<file path="src/rtl/i2c_pkg.sv">
// Shared I2C definitions for the bus generator and the receiver target.
package i2c_pkg;
   localparam int I2C_ADDR_W = 7;
   localparam int I2C_DATA_W = 16;
   localparam int I2C_BYTES  = 2;

   localparam logic ACK  = 1'b0;
   localparam logic NACK = 1'b1;

   typedef enum logic [2:0] {
      ST_IDLE,
      ST_ADDR,
      ST_ADDR_ACK,
      ST_WR_BYTE,
      ST_WR_ACK,
      ST_RD_BYTE,
      ST_RD_ACK,
      ST_WAIT_STOP
   } i2c_state_t;
endpackage

</file>
<file path="src/rtl/i2c_bus_sync.sv">
// Synchronizes SCL and bus SDA into clk and flags SCL edges and START/STOP as
// registered 1-clk pulses, SYNC_STAGES+1 clk after the pin change; never stalls.
module i2c_bus_sync #(
   parameter int SYNC_STAGES = 2
) (
   input  logic clk,
   input  logic rst,
   input  logic scl,
   input  logic sda,
   output logic sda_smp,
   output logic scl_rise,
   output logic scl_fall,
   output logic start_det,
   output logic stop_det
);
   logic [SYNC_STAGES-1:0] scl_sync;
   logic [SYNC_STAGES-1:0] sda_sync;
   logic                   scl_s;
   logic                   sda_s;
   logic                   scl_q;

   assign scl_s = scl_sync[SYNC_STAGES-1];
   assign sda_s = sda_sync[SYNC_STAGES-1];

   // sda_smp is the delayed SDA, aligned with the edge flags it qualifies.
   always_ff @(posedge clk or negedge rst) begin
      if (!rst) begin
         scl_sync  <= '1;
         sda_sync  <= '1;
         scl_q     <= 1'b1;
         sda_smp   <= 1'b1;
         scl_rise  <= 1'b0;
         scl_fall  <= 1'b0;
         start_det <= 1'b0;
         stop_det  <= 1'b0;
      end else begin
         scl_sync  <= {scl_sync[SYNC_STAGES-2:0], scl};
         sda_sync  <= {sda_sync[SYNC_STAGES-2:0], sda};
         scl_q     <= scl_s;
         sda_smp   <= sda_s;
         scl_rise  <= scl_s & ~scl_q;
         scl_fall  <= ~scl_s & scl_q;
         start_det <= scl_s & scl_q & sda_smp & ~sda_s;
         stop_det  <= scl_s & scl_q & ~sda_smp & sda_s;
      end
   end
endmodule

</file>
<file path="src/rtl/i2c_receiver.sv">
// Oversampled I2C target: decodes address + R/W, captures a 16-bit write word or
// returns a 16-bit read word; sda_in updates 1 clk after a detected SCL fall.
module i2c_receiver
   import i2c_pkg::*;
#(
   parameter int SYNC_STAGES = 2
) (
   input  logic                  clk,
   input  logic                  rst,
   input  logic                  scl,
   input  logic                  sda_out,
   input  logic                  sda_oe,
   input  logic [I2C_ADDR_W-1:0] i2c_addr_r,
   input  logic [I2C_DATA_W-1:0] rd_data_r,
   output logic                  sda_in,
   output logic [I2C_DATA_W-1:0] wr_data_r,
   output logic                  wr_valid,
   output logic                  busy
);
   logic                  sda_bus;
   logic                  sda_smp;
   logic                  scl_rise;
   logic                  scl_fall;
   logic                  start_det;
   logic                  stop_det;
   i2c_state_t            state;
   logic [I2C_DATA_W-1:0] shreg;
   logic [2:0]            bit_cnt;
   logic                  byte_idx;
   logic                  rnw;
   logic [7:0]            addr_byte;

   assign sda_bus   = (sda_oe ? sda_out : 1'b1) & sda_in;
   assign addr_byte = {shreg[6:0], sda_smp};

   i2c_bus_sync #(.SYNC_STAGES(SYNC_STAGES)) u_sync (
      .clk       (clk),
      .rst       (rst),
      .scl       (scl),
      .sda       (sda_bus),
      .sda_smp   (sda_smp),
      .scl_rise  (scl_rise),
      .scl_fall  (scl_fall),
      .start_det (start_det),
      .stop_det  (stop_det)
   );

   // In both ACK states sda_in itself marks the phase: released = ACK not yet driven.
   always_ff @(posedge clk or negedge rst) begin
      if (!rst) begin
         state     <= ST_IDLE;
         shreg     <= '0;
         bit_cnt   <= '0;
         byte_idx  <= 1'b0;
         rnw       <= 1'b0;
         sda_in    <= 1'b1;
         wr_data_r <= '0;
         wr_valid  <= 1'b0;
         busy      <= 1'b0;
      end else begin
         wr_valid <= 1'b0;
         if (stop_det) begin
            state  <= ST_IDLE;
            sda_in <= 1'b1;
            busy   <= 1'b0;
         end else if (start_det) begin
            state    <= ST_ADDR;
            bit_cnt  <= '0;
            byte_idx <= 1'b0;
            sda_in   <= 1'b1;
            busy     <= 1'b1;
         end else begin
            case (state)
               ST_ADDR: if (scl_rise) begin
                  shreg   <= {shreg[I2C_DATA_W-2:0], sda_smp};
                  bit_cnt <= bit_cnt + 3'd1;
                  if (bit_cnt == 3'd7) begin
                     if (addr_byte[7:1] == i2c_addr_r) begin
                        state <= ST_ADDR_ACK;
                        rnw   <= addr_byte[0];
                     end else begin
                        state <= ST_WAIT_STOP;
                     end
                  end
               end
               ST_ADDR_ACK: if (scl_fall) begin
                  if (sda_in) begin
                     sda_in <= ACK;
                     shreg  <= rd_data_r;
                  end else if (rnw) begin
                     state  <= ST_RD_BYTE;
                     sda_in <= shreg[I2C_DATA_W-1];
                     shreg  <= {shreg[I2C_DATA_W-2:0], 1'b0};
                  end else begin
                     state  <= ST_WR_BYTE;
                     sda_in <= NACK;
                  end
               end
               ST_WR_BYTE: if (scl_rise) begin
                  shreg   <= {shreg[I2C_DATA_W-2:0], sda_smp};
                  bit_cnt <= bit_cnt + 3'd1;
                  if (bit_cnt == 3'd7) state <= ST_WR_ACK;
               end
               ST_WR_ACK: if (scl_fall) begin
                  if (sda_in) begin
                     sda_in <= ACK;
                  end else begin
                     sda_in <= NACK;
                     if (byte_idx) begin
                        wr_data_r <= shreg;
                        wr_valid  <= 1'b1;
                        state     <= ST_WAIT_STOP;
                     end else begin
                        byte_idx <= 1'b1;
                        state    <= ST_WR_BYTE;
                     end
                  end
               end
               ST_RD_BYTE: if (scl_fall) begin
                  bit_cnt <= bit_cnt + 3'd1;
                  if (bit_cnt == 3'd7) begin
                     sda_in <= NACK;
                     state  <= ST_RD_ACK;
                  end else begin
                     sda_in <= shreg[I2C_DATA_W-1];
                     shreg  <= {shreg[I2C_DATA_W-2:0], 1'b0};
                  end
               end
               // byte_idx set on the ACK rise doubles as "next fall starts byte 1".
               ST_RD_ACK: begin
                  if (scl_rise) begin
                     if (sda_smp == ACK && !byte_idx) byte_idx <= 1'b1;
                     else                             state    <= ST_WAIT_STOP;
                  end else if (scl_fall && byte_idx) begin
                     state  <= ST_RD_BYTE;
                     sda_in <= shreg[I2C_DATA_W-1];
                     shreg  <= {shreg[I2C_DATA_W-2:0], 1'b0};
                  end
               end
               default: ;
            endcase
         end
      end
   end
endmodule

</file>
<file path="config.mk">
export PLATFORM = sky130hd
export DESIGN_NAME = i2c_receiver
export DESIGN_NICKNAME = d
export VERILOG_FILES = /design/src/rtl/i2c_pkg.sv /design/src/rtl/i2c_bus_sync.sv /design/src/rtl/i2c_receiver.sv
export SDC_FILE = /design/constraint.sdc
export NUM_CORES = 1
export LEC_CHECK = 0
export CAP_MARGIN = 20
export CORE_MARGIN = 2
export CORE_UTILIZATION = 56
export DETAILED_ROUTE_END_ITERATION = 8
export DONT_BUFFER_PORTS = 1
export PLACE_DENSITY_LB_ADDON = 0.15
export SYNTH_ARGS = -nofsm -noshare
export SYNTH_HDL_FRONTEND = slang
export SYNTH_SLANG_ARGS = --single-unit
export TNS_END_PERCENT = 50
</file>
<file path="constraint.sdc">
create_clock -name clk -period 2.8 [get_ports clk]
set_clock_uncertainty 0.05 [all_clocks]
set_input_delay 0.28 -clock clk [delete_from_list [all_inputs] [get_ports clk]]
set_output_delay 0.28 -clock clk [all_outputs]
set_load 0.01 [all_outputs]
</file>
==> impl_results.html <==
<table>
<tr><th>Metric</th><th>Value</th></tr>
<tr><th colspan="2">Run status</th></tr>
<tr><td>Status</td><td>completed</td></tr>
<tr><th colspan="2">Global route</th></tr>
<tr><td>Vias in the first global route</td><td>1773</td></tr>
<tr><td>Overflow left after global routing</td><td>0</td></tr>
<tr><td>Overall fraction of global-route tracks in use</td><td>20.9%</td></tr>
<tr><td>Maximum number of pins on one net before global-route repair</td><td>54</td></tr>
<tr><td>First-pass GRT wire length</td><td>8.36 mm</td></tr>
<tr><td>Number of antenna violations at the first check in global routing</td><td>0</td></tr>
<tr><th colspan="2">Clock network</th></tr>
<tr><td>Clk_lat worst skew</td><td>310 ps</td></tr>
<tr><td>Reg clk slew, reported paths</td><td>roughly 90 ps</td></tr>
<tr><td>CTS tree</td><td>built</td></tr>
<tr><td>Maximum buffer depth of the clock tree</td><td>2</td></tr>
<tr><td>Sink count of the clock tree</td><td>53</td></tr>
<tr><td>Clock root buffer master</td><td>clkbuf_8</td></tr>
<tr><td>Total clock buffers created by CTS</td><td>5</td></tr>
<tr><td>Clock H-tree levels</td><td>2</td></tr>
<tr><td>Number of gates resized after cts</td><td>0</td></tr>
<tr><th colspan="2">STA</th></tr>
<tr><td>Max Clock Freq</td><td>460 MHz</td></tr>
<tr><td>Period utilization</td><td>77.6%</td></tr>
<tr><td>Hold Fails Final Rpt</td><td>0</td></tr>
<tr><td>Fin crit period</td><td>2170 ps</td></tr>
<tr><td>Number of max-slew violations in the final report</td><td>0</td></tr>
<tr><td>Setup violation total in the final timing report</td><td>0</td></tr>
<tr><td>Actual transition at the worst max-transition pin</td><td>553 ps</td></tr>
<tr><td>Unrepaired setup endpoints after global routing</td><td>no</td></tr>
<tr><td>Final total negative setup slack</td><td>0 ps</td></tr>
<tr><td>Max transition margin</td><td>63.1%</td></tr>
<tr><th colspan="2">Worst setup path</th></tr>
<tr><td>Highest net fanout along the worst path</td><td>20</td></tr>
<tr><td>Buffers and inverters on the worst path</td><td>0</td></tr>
<tr><td>WS Path Type</td><td>reg2reg</td></tr>
<tr><td>Worst reg-to-reg path cell count</td><td>5</td></tr>
<tr><td>Cells traversed along the worst timing path</td><td>nor2b_1 -&gt; a311o_1 -&gt; o211ai_2 -&gt; nor3_1 -&gt; a2111oi_1</td></tr>
<tr><td>Delay-heaviest family, CP</td><td>compound AO/OA/AOI/OAI gates</td></tr>
<tr><td>Maximum cell stage delay along the critical path</td><td>700 ps</td></tr>
<tr><td>Worst EP arrival</td><td>roughly 2300 ps</td></tr>
<tr><td>Required @ worst endpoint</td><td>2930 ps</td></tr>
<tr><td>Element type at the critical path start</td><td>flip-flop</td></tr>
<tr><td>Slowest library cell on the worst path</td><td>dfrtp_1</td></tr>
<tr><td>Stages on the worst setup path</td><td>5</td></tr>
<tr><td>Capturing element type of the critical path</td><td>flip-flop</td></tr>
<tr><th colspan="2">Hold path</th></tr>
<tr><td>Cells on Worst Hold Path</td><td>2</td></tr>
<tr><td>Worst hold-check path type</td><td>in2reg</td></tr>
<tr><th colspan="2">Synth</th></tr>
<tr><td>Post-synthesis average cell area</td><td>11.0 um^2</td></tr>
<tr><td>Share of flip-flops with an asynchronous set or reset</td><td>100%</td></tr>
<tr><td>Number of instances in the synthesized netlist</td><td>235</td></tr>
<tr><td>Number of storage elements in the synthesis netlist</td><td>53</td></tr>
<tr><td>Sequential share of the synthesized area</td><td>just over 50%</td></tr>
<tr><td>Number of warning messages in the yosys log</td><td>0</td></tr>
<tr><td>Cell variety after synth</td><td>45</td></tr>
<tr><td>Top_reg_cell synth</td><td>dfrtp_1</td></tr>
<tr><td>Net count after synthesis</td><td>266</td></tr>
<tr><td>Mapped cell area</td><td>between 2000 and 3000 um^2</td></tr>
<tr><td>Number of flops mapped to enable cells by yosys</td><td>0</td></tr>
<tr><th colspan="2">Placed design</th></tr>
<tr><td>Area post-placement</td><td>2600 um^2</td></tr>
<tr><td>Routability Congestion</td><td>0.970</td></tr>
<tr><td>Half-perimeter wire length after placement</td><td>3.42 mm</td></tr>
<tr><td>Count of buffers inserted at the top-level ports</td><td>0</td></tr>
<tr><td>Number of placed instances with taps included</td><td>276</td></tr>
<tr><th colspan="2">Power</th></tr>
<tr><td>Share of power burned in combinational logic</td><td>36.1%</td></tr>
<tr><td>Sequential share of power</td><td>46.4%</td></tr>
<tr><td>Leakage power summed over all cells</td><td>~1.3 nW</td></tr>
<tr><td>Share of total power consumed by net switching</td><td>39.0%</td></tr>
<tr><td>Peak supply drop</td><td>roughly 0.48 mV</td></tr>
<tr><td>Internal portion of total power</td><td>0.00179 W</td></tr>
<tr><td>P per Cell Area</td><td>~1100 nW/um^2</td></tr>
<tr><td>Net switching power</td><td>0.00115 W</td></tr>
<tr><td>Clock network fraction of design power</td><td>between 10% and 20%</td></tr>
<tr><th colspan="2">Drt</th></tr>
<tr><td>DR vias/cell</td><td>roughly 6.1</td></tr>
<tr><td>Antenna Violating Nets Remaining</td><td>0</td></tr>
<tr><td>Total detailed-routing wirelength</td><td>4.95 mm</td></tr>
<tr><td>Routed len/inst</td><td>around 17 um</td></tr>
<tr><td>Number of iterations in the first detailed-routing pass</td><td>4</td></tr>
<tr><td>First DRT Iteration DRCs</td><td>~160</td></tr>
<tr><td>Final routed DRC violation total</td><td>0</td></tr>
<tr><td>Via Count</td><td>between 1500 and 2000</td></tr>
<tr><th colspan="2">Cells and area</th></tr>
<tr><td>Multi-input combinational cell area</td><td>1160 um^2</td></tr>
<tr><td>Area of all placed cells without fillers</td><td>2770 um^2</td></tr>
<tr><td>Proportion of layout cells with a drive suffix above 1</td><td>between 10% and 20%</td></tr>
<tr><td>Filler-free cell count of the finished design</td><td>roughly 290</td></tr>
<tr><td>Fillers</td><td>~370</td></tr>
<tr><td>Count of antenna diodes in the layout</td><td>0</td></tr>
<tr><td>Seq. cell area</td><td>1340 um^2</td></tr>
<tr><td>Net total in the final layout</td><td>266</td></tr>
<tr><td>Layout overhead on the synthesized area</td><td>7.00%</td></tr>
<tr><th colspan="2">Job</th></tr>
<tr><td>Max-cap viol count</td><td>0</td></tr>
<tr><th colspan="2">Floorplanning</th></tr>
<tr><td>DIE HEIGHT</td><td>a little over 70 um</td></tr>
<tr><td>DIE AREA</td><td>5190 um^2</td></tr>
<tr><td>Site row count</td><td>24</td></tr>
<tr><td>Core outline area</td><td>4410 um^2</td></tr>
<tr><td>Die width</td><td>a little over 70 um</td></tr>
<tr><td>Initial cell density of the core</td><td>58.7%</td></tr>
<tr><td>Count of boundary I/O pins</td><td>47</td></tr>
</table>
## metrics by stage
step,util (%),hold slack [ps],power [W],setup WS (ps)
floorplan,-,-65.6,0.00219,858
global placement,59.0,-63.8,0.00234,796
detailed placement,59.0,-63.4,0.00241,661
CTS,62.8,34.8,0.00295,655
global route,62.8,39.8,0.00316,433
finish,62.8,34.1,0.00294,626
## per-layer routing
layer	vias up	part of all wire, %	track usage (%)
met1	849	42	26.8
met3	11	6.4	5.28
li1	828	-	-
met4	0	2.1	7.97
met2	66	50	34.4
met5	-	0	0
## state kept, by name, summed over array words and instances, names as in the netlist, 2 cells and up
signal and cells:
shreg 16, wr_data_r 16, bit_cnt 3, state 3
u_sync.scl_sync 2, u_sync.sda_sync 2
## what timing repair did
action | 4_1_cts | 5_1_grt
hold endpoints to repair | 55 | 0
hold buffers | 4 | 0
buffers inserted | 0 | 0
endpoints found under the setup margin | 0 | 0
## cells in the mapped netlist, types with 2 or more instances
cell	count	area, um^2
nand2_1	28	105
mux2_2	14	158
a21oi_1	9	45.0
a21boi_0	2	15.0
ha_1	3	37.5
buf_2	2	10.0
xnor2_1	4	35.0
nor3b_1	3	22.5
nor3_1	5	25.0
buf_6	3	33.8
dfrtp_1	46	1150
and3_1	2	12.5
mux2_1	3	33.8
o21ai_0	24	120
nor2_1	7	26.3
o31ai_1	2	15.0
a22oi_1	2	15.0
inv_1	5	18.8
nor2b_1	7	43.8
clkbuf_1	7	26.3
nand2b_1	4	25.0
dfstp_2	7	184
mux2i_1	20	200
xor2_1	5	43.8
## cell usage in the layout (no fill, tap or decap), drive strengths merged, types with 2 or more instances in the layout
cell type    instances
clkbuf               6
nor3b                3
mux2i               20
dfstp                7
nor3                 5
o21ai               25
nand2               28
nand2b               4
xnor2                4
dlygate4sd3          3
a22oi                2
o31ai                2
buf                  4
a21boi               2
mux2                17
o211ai               2
nor4                 2
and3                 2
a21oi                9
ha                   3
dfrtp               46
nor2                 7
inv                  6
nor2b                7
xor2                 5
## final timing paths
check	endpoint	slack, ps	startpoint
setup reg to reg	state[2]	630	state[1]
hold reg to reg	u_sync.sda_sync[1]	310	u_sync.sda_sync[0]
setup / recovery	state[2]	630	state[1]
min in group asynchronous	wr_data_r[7]	440	rst
hold / removal	u_sync.sda_sync[0]	30	sda_out
max in group asynchronous	u_sync.scl_sync[0]	1990	rst
## power by group through the flow
stage               registers [W]  clock network, W  logic [W]
detailed placement        0.00137                 0    0.00104
global route              0.00140          0.000554    0.00120
CTS                       0.00136          0.000528    0.00107
global placement          0.00135                 0   0.000998
finish                    0.00136          0.000516    0.00106
floorplan                 0.00120                 0   0.000986
## final cells by class
type / instances / share of cell area, %
Sequential cell: 53 / 48.1
Clock inverter: 2 / 1.40
Timing Repair Buffer: 7 / 2.89
Clock buffer: 6 / 2.62
Multi-Input combinational cell: 163 / 41.9
Inverter: 5 / 0.677
Tap cell: 52 / 2.35
## logic make-up (layout without fill, tap and decap cells)
group | count (synthesis) | after routing | synth area share, %
simple gates | 65 | 65 | 13.5
flops | 53 | 53 | 51.5
compound gates | 49 | 49 | 11.5
mux | 37 | 37 | 15.1
buf+inv | 19 | 20 | 3.86
xor+xnor | 9 | 9 | 3.04
fa+ha+maj | 3 | 3 | 1.45
No activity file was read; power rests on OpenSTA's default activity.
